===== src/rtl/piso_serial_pkg.sv =====
// Shared types and helpers for the piso_serial_tx transmitter.
//   state_e   : transmitter state (idle or shifting a frame out)
//   STATE_W   : bit width of the state register
//   cnt_width : width of the bit counter for a given word width
package piso_serial_pkg;

  typedef enum logic [0:0] {
    ST_IDLE  = 1'b0,
    ST_SHIFT = 1'b1
  } state_e;

  localparam int STATE_W = 1;

  // The counter must hold WIDTH-1; never let it collapse to zero bits.
  function automatic int cnt_width(input int width);
    int w;
    w = $clog2(width);
    return (w < 1) ? 1 : w;
  endfunction

endpackage


===== src/rtl/dff_sync_rst.sv =====
// W-bit D register with synchronous active-low reset to zero.
//   clk  : rising-edge clock
//   rstn : synchronous reset, active low, sampled only at posedge clk
//   d    : next value
//   q    : registered value
module dff_sync_rst #(
  parameter int W = 1
) (
  input  logic         clk,
  input  logic         rstn,
  input  logic [W-1:0] d,
  output logic [W-1:0] q
);

  // Storage flop: reset wins over the data input at the edge.
  always_ff @(posedge clk) begin
    if (!rstn) begin
      q <= {W{1'b0}};
    end else begin
      q <= d;
    end
  end

endmodule


===== src/rtl/piso_serial_tx.sv =====
// Parallel-in/serial-out transmitter. A word accepted on the valid/ready
// handshake is shifted out one bit per clock, starting the cycle after the
// accepting edge; a new word may be accepted on the last bit of a frame so
// consecutive frames have no gap.
//   clk         : rising-edge clock
//   rstn        : synchronous active-low reset
//   load_valid  : load_data holds a word to send
//   load_ready  : a word can be accepted this cycle
//   load_data   : parallel word
//   ser_out     : serial bit (IDLE_LEVEL outside a frame)
//   ser_valid   : ser_out carries a frame bit
//   frame_start : pulse with the first bit of a frame
//   frame_done  : pulse with the last bit of a frame
module piso_serial_tx
  import piso_serial_pkg::*;
#(
  parameter int WIDTH      = 8,
  parameter bit MSB_FIRST  = 1'b1,
  parameter bit IDLE_LEVEL = 1'b0
) (
  input  logic             clk,
  input  logic             rstn,
  input  logic             load_valid,
  output logic             load_ready,
  input  logic [WIDTH-1:0] load_data,
  output logic             ser_out,
  output logic             ser_valid,
  output logic             frame_start,
  output logic             frame_done
);

  localparam int            CW       = cnt_width(WIDTH);
  localparam logic [CW-1:0] CNT_LAST = CW'(WIDTH - 1);
  localparam logic [CW-1:0] CNT_ZERO = {CW{1'b0}};
  localparam logic [CW-1:0] CNT_ONE  = CW'(1);

  logic [STATE_W-1:0] state_bits_q;
  state_e             state_q;
  state_e             state_d;
  logic [WIDTH-1:0]   shreg_q;
  logic [WIDTH-1:0]   shreg_d;
  logic [CW-1:0]      cnt_q;
  logic [CW-1:0]      cnt_d;
  logic [WIDTH-1:0]   shifted_s;
  logic               accept_s;

  dff_sync_rst #(.W(STATE_W)) u_state_reg (
    .clk  (clk),
    .rstn (rstn),
    .d    (state_d),
    .q    (state_bits_q)
  );

  dff_sync_rst #(.W(WIDTH)) u_shreg_reg (
    .clk  (clk),
    .rstn (rstn),
    .d    (shreg_d),
    .q    (shreg_q)
  );

  dff_sync_rst #(.W(CW)) u_cnt_reg (
    .clk  (clk),
    .rstn (rstn),
    .d    (cnt_d),
    .q    (cnt_q)
  );

  assign state_q  = state_e'(state_bits_q);
  assign accept_s = load_valid && load_ready;

  // Move the register one place toward the output end, zero-filling behind.
  assign shifted_s = MSB_FIRST ? {shreg_q[WIDTH-2:0], 1'b0}
                               : {1'b0, shreg_q[WIDTH-1:1]};

  // Next-state logic: load on accept, otherwise shift and count down.
  always_comb begin
    state_d = state_q;
    shreg_d = shreg_q;
    cnt_d   = cnt_q;
    case (state_q)
      ST_IDLE: begin
        if (accept_s) begin
          state_d = ST_SHIFT;
          shreg_d = load_data;
          cnt_d   = CNT_LAST;
        end else begin
          state_d = ST_IDLE;
        end
      end
      ST_SHIFT: begin
        if (accept_s) begin
          // Only possible on the last bit: reload for a gapless next frame.
          state_d = ST_SHIFT;
          shreg_d = load_data;
          cnt_d   = CNT_LAST;
        end else if (cnt_q == CNT_ZERO) begin
          state_d = ST_IDLE;
          shreg_d = shifted_s;
          cnt_d   = CNT_ZERO;
        end else begin
          state_d = ST_SHIFT;
          shreg_d = shifted_s;
          cnt_d   = cnt_q - CNT_ONE;
        end
      end
      default: begin
        state_d = ST_IDLE;
        shreg_d = {WIDTH{1'b0}};
        cnt_d   = CNT_ZERO;
      end
    endcase
  end

  // Output decode: everything derives from registered state only.
  always_comb begin
    ser_valid   = 1'b0;
    ser_out     = IDLE_LEVEL;
    frame_start = 1'b0;
    frame_done  = 1'b0;
    load_ready  = 1'b1;
    if (state_q == ST_SHIFT) begin
      ser_valid   = 1'b1;
      ser_out     = MSB_FIRST ? shreg_q[WIDTH-1] : shreg_q[0];
      frame_start = (cnt_q == CNT_LAST);
      frame_done  = (cnt_q == CNT_ZERO);
      load_ready  = (cnt_q == CNT_ZERO);
    end else begin
      ser_valid   = 1'b0;
      ser_out     = IDLE_LEVEL;
      frame_start = 1'b0;
      frame_done  = 1'b0;
      load_ready  = 1'b1;
    end
  end

endmodule


===== config.mk =====
export PLATFORM = sky130hd
export DESIGN_NAME = piso_serial_tx
export DESIGN_NICKNAME = d
export VERILOG_FILES = /design/src/rtl/piso_serial_pkg.sv /design/src/rtl/dff_sync_rst.sv /design/src/rtl/piso_serial_tx.sv
export SDC_FILE = /design/constraint.sdc
export NUM_CORES = 1
export LEC_CHECK = 0
export CAP_MARGIN = 25
export CORE_MARGIN = 2
export CORE_UTILIZATION = 44
export DETAILED_ROUTE_END_ITERATION = 6
export GPL_ROUTABILITY_DRIVEN = 0
export PLACE_DENSITY = 0.77
export SYNTH_ARGS = -nofsm -noshare
export SYNTH_HDL_FRONTEND = slang
export SYNTH_SLANG_ARGS = --single-unit

===== constraint.sdc =====
create_clock -name clk -period 1.3 [get_ports clk]
set_input_delay 0.325 -clock clk [delete_from_list [all_inputs] [get_ports clk]]
set_output_delay 0.325 -clock clk [all_outputs]
set_load 0.02 [all_outputs]

==> metrics, run 1 <==
Place WS=-0.3526 ns; cts bufs inserted=3; Worst-Skew Late Latency=0.26 ns; Crit Path Category=reg2out; Max Cap Viol=0; Yosys top cell area share=0.4165; core area=1269 sq um; Hold Crit Class=reg2reg; dpl hpwl=961.4 um; chip height=40.21 um; cell area after synthesis=576.8 sq um; post-synthesis sequential area ratio=0.4165; CP Launch Type=flop; status=complete, but fails checks; PnR worst setup slack=-0.1147 ns; Slew Viols, Final=0; Die Footprint=1616 sq um; EDFF count, synth=0; CTS hold repair buffers=0; Syn Area/Cell=10.12 sq um; Netlist cell types=20; Tcrit/Tclk final=1.088; Total Routing Usage GR=0.2039; die width=40.21 um; power per cell area=1011 nW/um^2; Seq cells post-synth=12; ys flop type=dfxtp_1; row cnt=13; I/O Buffers=15; VDD IR max=0.0009420 V; largest net degree at the start of global routing=9; Combinational Power Share=0.275; post-layout util=0.7091; failing checks=setup timing; CTS clk-pin slew, worst paths=0.06 ns; share of layout cells above drive strength 1=0.4205; synth-to-layout area growth=55.97%; Sequential Power Share=0.487; Slew @ Worst Pin=0.2871 ns; Mapped Nets=68; Area after DPL=847.1 sq um; H-Tree Depth=1; Worst Clk Skew=0.002834 ns; Lkg Pwr=0.3706 nW; Initial DRC Count=6; Synth async-reset ratio=0; leading area contributor after synthesis=dfxtp_1; total grt overflow=0; drt pass-1 iters=4; Syn Inst Count=57; Worst EP required=0.98 ns; vias in the first global route=491; mean number of vias per cell=5.262; ant diodes=0; Residual DRC=0; P_int=0.0006594 W; RSZ-0062 raised after global routing=true; initial antenna violation count=0; commonest cells in the netlist=dfxtp_1 (12), o21a_1 (8), o221a_1 (7); Clk network pwr share=0.238; endpoints failing setup=3; Cell Count Post-Placement=99; worst hold slack=0.4755 ns; multi-input logic area=321.6 sq um; Initial Util=0.4546; filler instances=100; total clock sinks=12; Worst Path Max Fanout=4; Via Count=542; routed len/inst=12.95 um; Finished Cell Area=899.6 sq um; first-pass GRT wire length=2111 um; P_sw=0.0002499 W; count leader, synth=dfxtp_1; Syn. warnings=0; relative slew slack=0.8086; DRT Wirelength=1334 um; CTS root buf=clkbuf_4; Nets=101; Top Ports=16; Synth area leaders=dfxtp_1 (42%), o221a_1 (14%), o21a_1 (10%); min Tclk post-route=1.415 ns; final cell count without fillers=103; CTS max path bufs=2; final number of hold-violating endpoints=0; switching portion of total power=0.2748; fmax=0.7069 GHz; Worst Path Arrival=1.09 ns; ANT nets after route=0; FF+latch area=255.2 sq um; TritonCTS clock tree=built; kind of end point of the critical path=output port
==> flip-flops by register name (all words and copies together) (netlist names) <==
| register | cells |
|---|---|
| u_shreg_reg.q | 8 |
| u_cnt_reg.q | 3 |
| u_state_reg.q | 1 |
==> metal layers <==
metal  share of wire  up-vias  GRT usage
li1                -      278          -
met1            0.46      250     0.2399
met2            0.49       14     0.3427
met3           0.044        0    0.08333
met4               0        0    0.05000
met5               0        -          0
==> final cells by class <==
cell class                 instances  area share
multi-input combinational         38      0.3574
timing repair buffer              33      0.3046
sequential                        12      0.2837
clock buffer                       3     0.02503
tap                               15     0.02086
inverter                           2    0.008345
==> critical path: stages, from the launching register on <==
cell	delay, ns
dfxtp_4	0.37
nor3_4	0.19
and2_4	0.16
buf_6	0.10
==> through the flow <==
step / TNS [ns] / power [W]
after floorplan: -0.2280 / 0.0005647
after global placement: -3.551 / 0.0006778
after detailed placement: -3.553 / 0.0006824
after CTS: -0.2119 / 0.0009061
after global routing: -0.4242 / 0.0009648
final: -0.2424 / 0.0009092
==> logic make-up (layout without fill, tap and decap cells) <==
kind of cell	Yosys count	count (layout)	synth area share
AOI/OAI and AO/OA	26	26	0.4230
DFF	12	12	0.4165
and+or+nand+nor	12	12	0.09761
buffers and inverters	7	38	0.06292
==> path summary, 6_finish.rpt <==
path | startpoint | end | slack [ns] | depth (start not counted)
hold / removal | u_shreg_reg.q[0] | u_shreg_reg.q[0] | 0.48 | 2
setup reg to reg | u_cnt_reg.q[0] | u_shreg_reg.q[1] | 0.02 | 4
setup / recovery | u_cnt_reg.q[0] | frame_done | -0.11 | 3
hold reg to reg | u_shreg_reg.q[0] | u_shreg_reg.q[0] | 0.48 | 2
==> what timing repair did <==
action                                 in CTS  in global routing
buffers inserted                            0                  1
endpoints found under the hold margin       0                  0
resized for setup                          33                  5
setup endpoints to repair                   6                 10
pin swaps                                   0                  4
cloned                                      0                  0
==> cell usage in the layout (no fill, tap or decap), drive strengths merged <==
cell type and instances:
clkbuf 3, dfxtp 12, nor3 1, o41ai 1
and2 2, nor2 3, clkdlybuf4s50 9, o31ai 1
buf 23, inv 2, o22ai 1, o21a 8
a21oi 4, a221oi 1, nand2 5, o221a 8
o21ai 2, dlygate4sd2 1, or2 1
==> power by group through the flow <==
stage               Sequential, W  Clock, W  Combinational, W
floorplan                0.000433         0          0.000132
global placement         0.000442         0          0.000236
detailed placement       0.000445         0          0.000238
CTS                      0.000438  0.000231          0.000236
global route             0.000446  0.000249          0.000270
finish                   0.000442  0.000216          0.000250
No activity file was read; power rests on OpenSTA's default activity.
==> run 2, diff against run 1 <==
- CORE_AREA: not set -> 2 2 39 41
- CORE_MARGIN: 2 -> not set
- CORE_UTILIZATION: 44 -> not set
- DIE_AREA: not set -> 0 0 41 43
- GPL_ROUTABILITY_DRIVEN: 0 -> 1
- PLACE_DENSITY: 0.77 -> 0.76
- clock period: 1.3 -> 1.75 ns (I/O delays scaled with it)
==> run 2 against run 1 <==
The run now ends clean; utilization is 11 points lower; wire length is 4.0% lower; clock-buffer cell count is 1 higher; critical path type unchanged.
==> metrics, run 2 (synthesis results as in run 1) <==
Crit Path Category=reg2out; CP peak stage delay=0.37 ns; fmax=0.6054 GHz; Slew Viols, Final=0; Hold Crit Class=reg2reg; dpl hpwl=1001 um; final number of hold-violating endpoints=0; Slew @ Worst Pin=0.4091 ns; drt pass-1 iters=4; VDD IR max=0.0005006 V; Total Routing Usage GR=0.1937; status=complete, no violations; commonest non-fill, non-tap cells in the layout=buf_4 (11), clkdlybuf4s50_1 (10), dfxtp_1 (9); total clock sinks=12; TritonCTS clock tree=built; Worst Path Max Fanout=5; RSZ-0062 raised after global routing=false; Worst Path Arrival=1.21 ns; Worst Clk Skew=0.005586 ns; register name with the most flops=u_shreg_reg.q; initial antenna violation count=0; chip height=43 um; I/O Buffers=15; Place WS=-0.02813 ns; RD Place Congestion=0.7296; worst hold stages=2; core area=1384 sq um; CP Launch Type=flop; Lkg Pwr=0.3343 nW; Top Ports=16; worst-path cell chain=nor3_2, and2_1, clkdlybuf4s15_2; total grt overflow=0; ant diodes=0; synth-to-layout area growth=44.69%; critical path's slowest cell=dfxtp_1; Nets=94; top flop regs=u_shreg_reg.q: 8 flops, u_cnt_reg.q: 3 flops, u_state_reg.q: 1 flops; min Tclk post-route=1.652 ns; Finished Cell Area=834.6 sq um; Max Cap Viol=0; Largest register FFs=8; Initial DRC Count=6; commonest non-fill, non-tap cell in the layout=buf_4; CTS root buf=clkbuf_4; ANT nets after route=0; post-layout util=0.6031; filler instances=123; setup TNS=0 ns; Via Count=538; endpoints failing setup=0; Residual DRC=0; CTS max path bufs=2; Die Footprint=1763 sq um; H-Tree Depth=1; DRT Wirelength=1280 um; cts bufs inserted=3; routed len/inst=13.06 um; vias in the first global route=534; die width=41 um; row cnt=14; power per cell area=850.6 nW/um^2; share of layout cells above drive strength 1=0.3171; Worst-Skew Late Latency=0.27 ns; relative slew slack=0.7264; reg2reg path depth=4; PnR worst setup slack=0.09814 ns; Tcrit/Tclk final=0.9439; Area after DPL=800.8 sq um; first-pass GRT wire length=2221 um; kind of end point of the critical path=output port; largest net degree at the start of global routing=13; Worst EP required=1.31 ns; r2r setup slk=0.48 ns; Initial Util=0.4168; CTS clk-pin slew, worst paths=0.07 ns; mean number of vias per cell=5.490
## run 2: cell types whose count changed in the layout (fill, tap and decap cells not counted), sizes merged
| cell | delta |
|---|---|
| clkbuf | +3 |
| dlygate4sd2 | +1 |
| buf | -12 |
| clkdlybuf4s50 | +1 |
| clkdlybuf4s15 | +1 |
## run 2: cell type report
| type | instances | area [sq um] | share of cell area |
|---|---|---|---|
| clock buffers | 4 | 36.28 | 0.04348 |
| flip-flops and latches | 12 | 244.0 | 0.2924 |
| repair buffers | 26 | 221.5 | 0.2654 |
| well taps | 16 | 20.02 | 0.02399 |
| multi-input cells | 38 | 305.3 | 0.3658 |
| inverters | 2 | 7.507 | 0.008996 |
## run 2: worst max-delay path, delay by kind of cell (launching register included)
| family | cells | cell delay (ns) |
|---|---|---|
| DFF | 1 | 0.37 |
| and+or+nand+nor | 2 | 0.33 |
| buffers and inverters | 1 | 0.25 |
## run 2: per-stage QoR
step                hold WS, ns  total power, W  cells
CTS                      0.4797       0.0007155     98
global placement         0.4607       0.0004919     94
floorplan                0.4462       0.0004179     57
finish                   0.4766       0.0007098     98
detailed placement       0.4681       0.0004961     94
global route             0.4954       0.0007513     98
## run 2: routing by layer
metal | track usage | wire (um) | part of all wire | up-vias
met1 | 0.2222 | 547 | 0.43 | 251
met4 | 0.08000 | 4 | 0.0031 | 0
met2 | 0.3031 | 664 | 0.52 | 20
met3 | 0.07853 | 64 | 0.050 | 2
li1 | - | - | - | 265
met5 | 0 | 0 | 0 | -
## run 2: what timing repair did
item                       CTS  global route
resized for setup            7             8
hold buffers                 0             0
setup buffers                0             0
setup endpoints to repair    5             4
## run 2: final timing paths
check                                       from                to
worst max register to register     u_state_reg.q  u_shreg_reg.q[2]
worst max-delay path              u_cnt_reg.q[1]        frame_done
worst min-delay path            u_shreg_reg.q[0]  u_shreg_reg.q[0]
worst min register to register  u_shreg_reg.q[0]  u_shreg_reg.q[0]
## run 2: power by group
part	switching, W	internal, W	leakage [nW]
clock	0.0000953	0.000126	0.0210
sequential	0.0000245	0.000301	0.101
combinational	0.0000703	0.0000925	0.213
total	0.000190	0.000520	0.334
